==> src/rtl/fetch_pkg.sv <==
// Shared definitions for the instruction fetch stage: FSM encoding and constants.
package fetch_pkg;

  localparam int unsigned INSTR_BITS = 32;
  localparam int unsigned PC_INCR    = 4;

  // Reset value of the presented instruction (addi x0, x0, 0).
  localparam logic [INSTR_BITS-1:0] NOP_INSTR = 32'h0000_0013;

  typedef enum logic [1:0] {
    FETCH = 2'd0,
    WAIT  = 2'd1,
    FULL  = 2'd2
  } fetch_state_e;

endpackage : fetch_pkg

==> src/rtl/fetch_pc_gen.sv <==
// Next fetch-PC selection: sequential PC+4 or decode redirect target.
// FETCH_MISALIGN_CHECK_EN: flag misaligned redirects instead of masking them.
module fetch_pc_gen
  import fetch_pkg::*;
#(
  parameter int unsigned ADDRESS_BITS = 16
) (
  input  logic [ADDRESS_BITS-1:0] pc,
  input  logic                    next_pc_select,
  input  logic [ADDRESS_BITS-1:0] target_pc,
  output logic [ADDRESS_BITS-1:0] next_pc_c
`ifdef FETCH_MISALIGN_CHECK_EN
  ,
  output logic                    misaligned_c
`endif
);

  // Word-alignment mask: clears the byte-offset bits of an address.
  localparam logic [ADDRESS_BITS-1:0] ALIGN_MASK = ~ADDRESS_BITS'(PC_INCR - 1);

  logic [ADDRESS_BITS-1:0] seq_pc_c;

  // Sequential successor wraps modulo 2^ADDRESS_BITS.
  assign seq_pc_c = pc + ADDRESS_BITS'(PC_INCR);

`ifdef FETCH_MISALIGN_CHECK_EN
  // Target passes through untouched; a misaligned one is reported to the FSM.
  always_comb begin
    next_pc_c    = next_pc_select ? target_pc : seq_pc_c;
    misaligned_c = next_pc_select && ((target_pc & ~ALIGN_MASK) != '0);
  end
`else
  // Target byte-offset bits are dropped so fetch always stays word aligned.
  always_comb begin
    next_pc_c = next_pc_select ? (target_pc & ALIGN_MASK) : seq_pc_c;
  end
`endif

endmodule : fetch_pc_gen

==> src/rtl/fetch_unit.sv <==
// Instruction fetch stage: one outstanding imem read, valid/ready handoff to decode.
// FETCH_MISALIGN_CHECK_EN: adds sticky fetch_fault and parks fetch on a misaligned redirect.
module fetch_unit
  import fetch_pkg::*;
#(
  parameter int unsigned                    ADDRESS_BITS = 16,
  parameter logic [ADDRESS_BITS-1:0]        RESET_PC     = '0
) (
  input  logic                    clock,
  input  logic                    reset,
  input  logic                    next_PC_select,
  input  logic [ADDRESS_BITS-1:0] target_PC,
  input  logic                    decode_ready,
  output logic                    imem_req,
  output logic [ADDRESS_BITS-1:0] imem_addr,
  input  logic                    imem_valid,
  input  logic [31:0]             imem_rdata,
  output logic [ADDRESS_BITS-1:0] PC,
  output logic [31:0]             instruction,
  output logic                    instr_valid
`ifdef FETCH_MISALIGN_CHECK_EN
  ,
  output logic                    fetch_fault
`endif
);

  fetch_state_e            state_q, state_d;
  logic [ADDRESS_BITS-1:0] fetch_pc_q, fetch_pc_d;
  logic [ADDRESS_BITS-1:0] pc_q, pc_d;
  logic [31:0]             instr_q, instr_d;
  logic                    valid_q, valid_d;
  logic                    req_q, req_d;
  logic [ADDRESS_BITS-1:0] addr_q, addr_d;
  logic [ADDRESS_BITS-1:0] next_pc_c;
  logic                    parked_c;

`ifdef FETCH_MISALIGN_CHECK_EN
  logic fault_q, fault_d;
  logic misaligned_c;

  assign parked_c    = fault_q;
  assign fetch_fault = fault_q;
`else
  assign parked_c = 1'b0;
`endif

  fetch_pc_gen #(
    .ADDRESS_BITS (ADDRESS_BITS)
  ) u_pc_gen (
    .pc             (pc_q),
    .next_pc_select (next_PC_select),
    .target_pc      (target_PC),
    .next_pc_c      (next_pc_c)
`ifdef FETCH_MISALIGN_CHECK_EN
    ,
    .misaligned_c   (misaligned_c)
`endif
  );

  // Next-state and registered-output logic. The request flop is raised on the
  // edge that enters FETCH so imem_req is visible during the FETCH cycle itself.
  always_comb begin
    state_d    = state_q;
    fetch_pc_d = fetch_pc_q;
    pc_d       = pc_q;
    instr_d    = instr_q;
    valid_d    = valid_q;
    req_d      = 1'b0;
    addr_d     = addr_q;
`ifdef FETCH_MISALIGN_CHECK_EN
    fault_d    = fault_q;
`endif

    case (state_q)
      FETCH: begin
        if (!parked_c) begin
          if (req_q) begin
            state_d = WAIT;
          end else begin
            // Out of reset nothing has been requested yet: issue it now.
            req_d  = 1'b1;
            addr_d = fetch_pc_q;
          end
        end
      end

      WAIT: begin
        if (imem_valid) begin
          pc_d    = fetch_pc_q;
          instr_d = imem_rdata;
          valid_d = 1'b1;
          state_d = FULL;
        end
      end

      FULL: begin
        if (decode_ready) begin
          valid_d = 1'b0;
          state_d = FETCH;
`ifdef FETCH_MISALIGN_CHECK_EN
          if (misaligned_c) begin
            fault_d = 1'b1;
          end else begin
            fetch_pc_d = next_pc_c;
            req_d      = 1'b1;
            addr_d     = next_pc_c;
          end
`else
          fetch_pc_d = next_pc_c;
          req_d      = 1'b1;
          addr_d     = next_pc_c;
`endif
        end
      end

      default: begin
        state_d = FETCH;
      end
    endcase
  end

  // State and output registers with synchronous active-low reset.
  always_ff @(posedge clock) begin
    if (!reset) begin
      state_q    <= FETCH;
      fetch_pc_q <= RESET_PC;
      pc_q       <= RESET_PC;
      instr_q    <= NOP_INSTR;
      valid_q    <= 1'b0;
      req_q      <= 1'b0;
      addr_q     <= RESET_PC;
`ifdef FETCH_MISALIGN_CHECK_EN
      fault_q    <= 1'b0;
`endif
    end else begin
      state_q    <= state_d;
      fetch_pc_q <= fetch_pc_d;
      pc_q       <= pc_d;
      instr_q    <= instr_d;
      valid_q    <= valid_d;
      req_q      <= req_d;
      addr_q     <= addr_d;
`ifdef FETCH_MISALIGN_CHECK_EN
      fault_q    <= fault_d;
`endif
    end
  end

  assign imem_req    = req_q;
  assign imem_addr   = addr_q;
  assign PC          = pc_q;
  assign instruction = instr_q;
  assign instr_valid = valid_q;

endmodule : fetch_unit

==> config.mk <==
export PLATFORM = sky130hd
export DESIGN_NAME = fetch_unit
export DESIGN_NICKNAME = d
export VERILOG_FILES = /design/src/rtl/fetch_pkg.sv /design/src/rtl/fetch_pc_gen.sv /design/src/rtl/fetch_unit.sv
export SDC_FILE = /design/constraint.sdc
export NUM_CORES = 1
export LEC_CHECK = 0
export ABC_AREA = 1
export BUFFER_PORTS_ARGS = -buffer_cell sky130_fd_sc_hd__buf_2
export CAP_MARGIN = 20
export CORE_ASPECT_RATIO = 0.6
export CORE_MARGIN = 5
export CORE_UTILIZATION = 50
export DETAILED_ROUTE_END_ITERATION = 10
export PLACE_DENSITY = 0.79
export SLEW_MARGIN = 30
export SYNTH_ARGS = -nofsm -noshare
export SYNTH_HDL_FRONTEND = slang
export SYNTH_SLANG_ARGS = --single-unit
==> constraint.sdc <==
create_clock -name clock -period 1.9 [get_ports clock]
set_clock_uncertainty 0.05 [all_clocks]
set_input_delay 0.285 -clock clock [delete_from_list [all_inputs] [get_ports clock]]
set_output_delay 0.285 -clock clock [all_outputs]
set_load 0.01 [all_outputs]
==> flow_metrics.tcl <==
set metrics [dict create \
    ys_seq_area_frac 0.4688 \
    setup_tns_ps 0 \
    critPathRequiredTime_ps 2090 \
    cts_hold_buf 0 \
    worstRegToRegCells 10 \
    final_cell_mix "nand2_1 (141), buf_2 (116), dfxtp_1 (84)" \
    fp.dieW_um 119.4 \
    grt_use_total 0.2334 \
    crit_path_end_kind "flip-flop" \
    port_buffers 116 \
    num_antenna_cells 0 \
    dieArea_sq_um 9024 \
    first_pass_iters 5 \
    finalCritPeriodShare 0.8952 \
    critPathLaunchType "flip-flop" \
    post_cts_buffers 0 \
    multi_input_area_sq_um 1585 \
    final_layout_size_suffix_gt1_frac 0.2565 \
    worst_pin_slew_ps 702.1 \
    placementRows 23 \
    synth_nets 554 \
    final_util 0.6657 \
    grt.met2_usage 0.3715 \
    cts_buffers 9 \
    combPwrFrac 0.147 \
    p_int_mw 3.246 \
    dp_hpwl_um 7247 \
    grt_max_degree 58 \
    r2r-end "fetch_pc_q[10]" \
    setup_viol 0 \
    viasPerCell 5.279 \
    cp_data_arrival_time_ps 1890 \
    nFillCells 604 \
    cts_tree "done" \
    start_util 0.5260 \
    status "finished, final reports clean" \
    rr_startpoint "PC[3]" \
    layout.cells.most_common "nand2_1" \
    placed_cell_area_sq_um 4234 \
    clkTransAtPathRegs_ps 60 \
    busiest_layer "met2" \
    route.detailed.drc 0 \
    gr-usage-met1 0.3122 \
    drv_cap 0 \
    timing.fmax_mhz 587.9 \
    antenna_found_initial 0 \
    clock-sinks 84 \
    grt_pass1_wl_um 16620 \
    gp_congestion 0.8647 \
    p_clk_frac 0.407 \
    wl_per_cell_um 14.81 \
    synth_seq_cells 84 \
    switching_power_mw 1.126 \
    crit_fanout 5 \
    cts-root-buf "clkbuf_16" \
    drtIter0Drc 282 \
    crit_end "fetch_pc_q[10]" \
    startpoint "PC[3]" \
    p_per_area_nw_per_um2 963.0 \
    ff2ff_setup_slack_ps 200 \
    synthesis.area_sq_um 3587 \
    avgSynthCellArea_sq_um 7.174 \
    fin_area_sq_um 4541 \
    final-hold-violation-count 0 \
    dieHeight_um 75.61 \
    min_period_ps 1701 \
    slew-limit-headroom 0.5314 \
    syn_to_final_growth_pct 26.58 \
    cts_max_path_buffers 2 \
    ir_drop_mv 0.7273 \
    io_pins 119 \
    ff_latch_area_sq_um 1682 \
    ys_types 27 \
    num_vias 3690 \
    ys_warn_count 0 \
    met3_usage 0.07196 \
    h-tree-depth 3 \
    wl_um 10350 \
    power.leakage_nw 2.059 \
    rsz0062_at_grt "false" \
    cts-resized-gates 0 \
    worstHoldPathType "in2reg" \
    finalMaxSlewViolations 0 \
    ant_nets 0 \
    grt_pass1_vias 3448 \
    nNetsFinal 662 \
    p_sw_frac 0.2576 \
    p_seq_frac 0.446 \
    overflow 0 \
    core_area_sq_um 6820 \
    synthCells 500 \
    critical_path_class "reg2reg" \
    insertion_delay_ps 340 \
]
## state kept, by name, indices dropped and copies added, names as in the netlist
| register | count |
|---|---|
| instruction | 32 |
| state_q | 2 |
| imem_addr | 16 |
| imem_req | 1 |
| fetch_pc_q | 16 |
| instr_valid | 1 |
| PC | 16 |
## synthesized netlist by cell type
library cell,instances,area (sq um)
buf_4,1,7.510
buf_2,13,65.06
mux2i_1,1,10.01
clkbuf_1,13,48.80
nand4_1,4,25.02
nand3_1,27,135.1
o211ai_1,1,7.510
nand2_1,141,529.3
inv_1,44,165.2
or2_2,6,37.54
o21ai_1,11,55.05
o21ai_4,1,16.27
ha_1,1,12.51
a21oi_1,72,360.4
nor2_4,1,11.26
nand3b_1,1,7.510
dfxtp_1,84,1682
buf_6,3,33.78
nor2_1,19,71.32
o21ai_2,1,8.760
nand2_2,1,6.260
inv_2,2,7.510
a31oi_1,6,37.54
o21ai_0,38,190.2
o21a_1,2,15.01
nor2_2,3,18.77
o21bai_1,3,22.52
## kinds of logic (layout without fill, tap and decap cells)
kind of cell / count (synthesis) / after routing / share of synthesized area
AND/OR/NAND/NOR: 203 / 203 / 0.2347
AO/OA/AOI/OAI: 135 / 135 / 0.1988
adder cells (fa/ha/maj): 1 / 1 / 0.003487
buffers and inverters: 76 / 188 / 0.09139
flip-flops: 84 / 84 / 0.4688
multiplexers: 1 / 1 / 0.002790
## stage by stage
stage          setup WS, ps  total power, mW  std cells  hold slack, ps
2_1_floorplan         446.9            2.376        500           348.2
3_3_place_gp          301.7            2.601        684           397.6
3_5_place_dp          190.4            2.624        684           401.9
4_1_cts               189.0            4.389        699           98.83
5_1_grt               26.63            4.570        699           121.7
6_report              199.1            4.373        699           106.3
## routing by layer
layer | up-vias | share of wire
li1 | 1834 | -
met1 | 1691 | 0.47
met2 | 154 | 0.43
met3 | 11 | 0.089
met4 | 0 | 0.012
met5 | - | 0
## worst min-delay path by stage
stage,start,endpoint,slack [ps],depth (start not counted)
final,imem_rdata[4],instruction[4],110,3
after CTS,imem_rdata[4],instruction[4],100,3
after global placement,instruction[1],instruction[1],400,2
after detailed placement,instruction[14],instruction[14],400,2
after global routing,imem_rdata[4],instruction[4],120,3
after floorplan,imem_rdata[0],instruction[0],350,2
## power groups by stage
stage	clock network (mW)	logic, mW	registers [mW]
2_1_floorplan	0	0.352	2.02
3_3_place_gp	0	0.622	1.98
3_5_place_dp	0	0.639	1.99
4_1_cts	1.80	0.642	1.95
5_1_grt	1.89	0.716	1.96
6_report	1.78	0.641	1.95
## layout make-up
| class | instances | share of cell area |
|---|---|---|
| flip-flops and latches | 84 | 0.3703 |
| multi-input cells | 340 | 0.3491 |
| repair buffers | 127 | 0.1516 |
| clock buffers | 14 | 0.06035 |
| inverters | 46 | 0.03803 |
| well taps | 87 | 0.02397 |
| clock inverters | 1 | 0.006613 |
## worst max-delay path: stages (launching register included)
cell,delay (ps)
dfxtp_1,420
ha_1,230
nand2_1,90
nor2_1,260
nand2_1,120
a21oi_1,120
o21ai_1,90
nand2_1,70
nand2_1,50
nand2_1,70
inv_1,30
No activity file was read; power rests on OpenSTA's default activity.
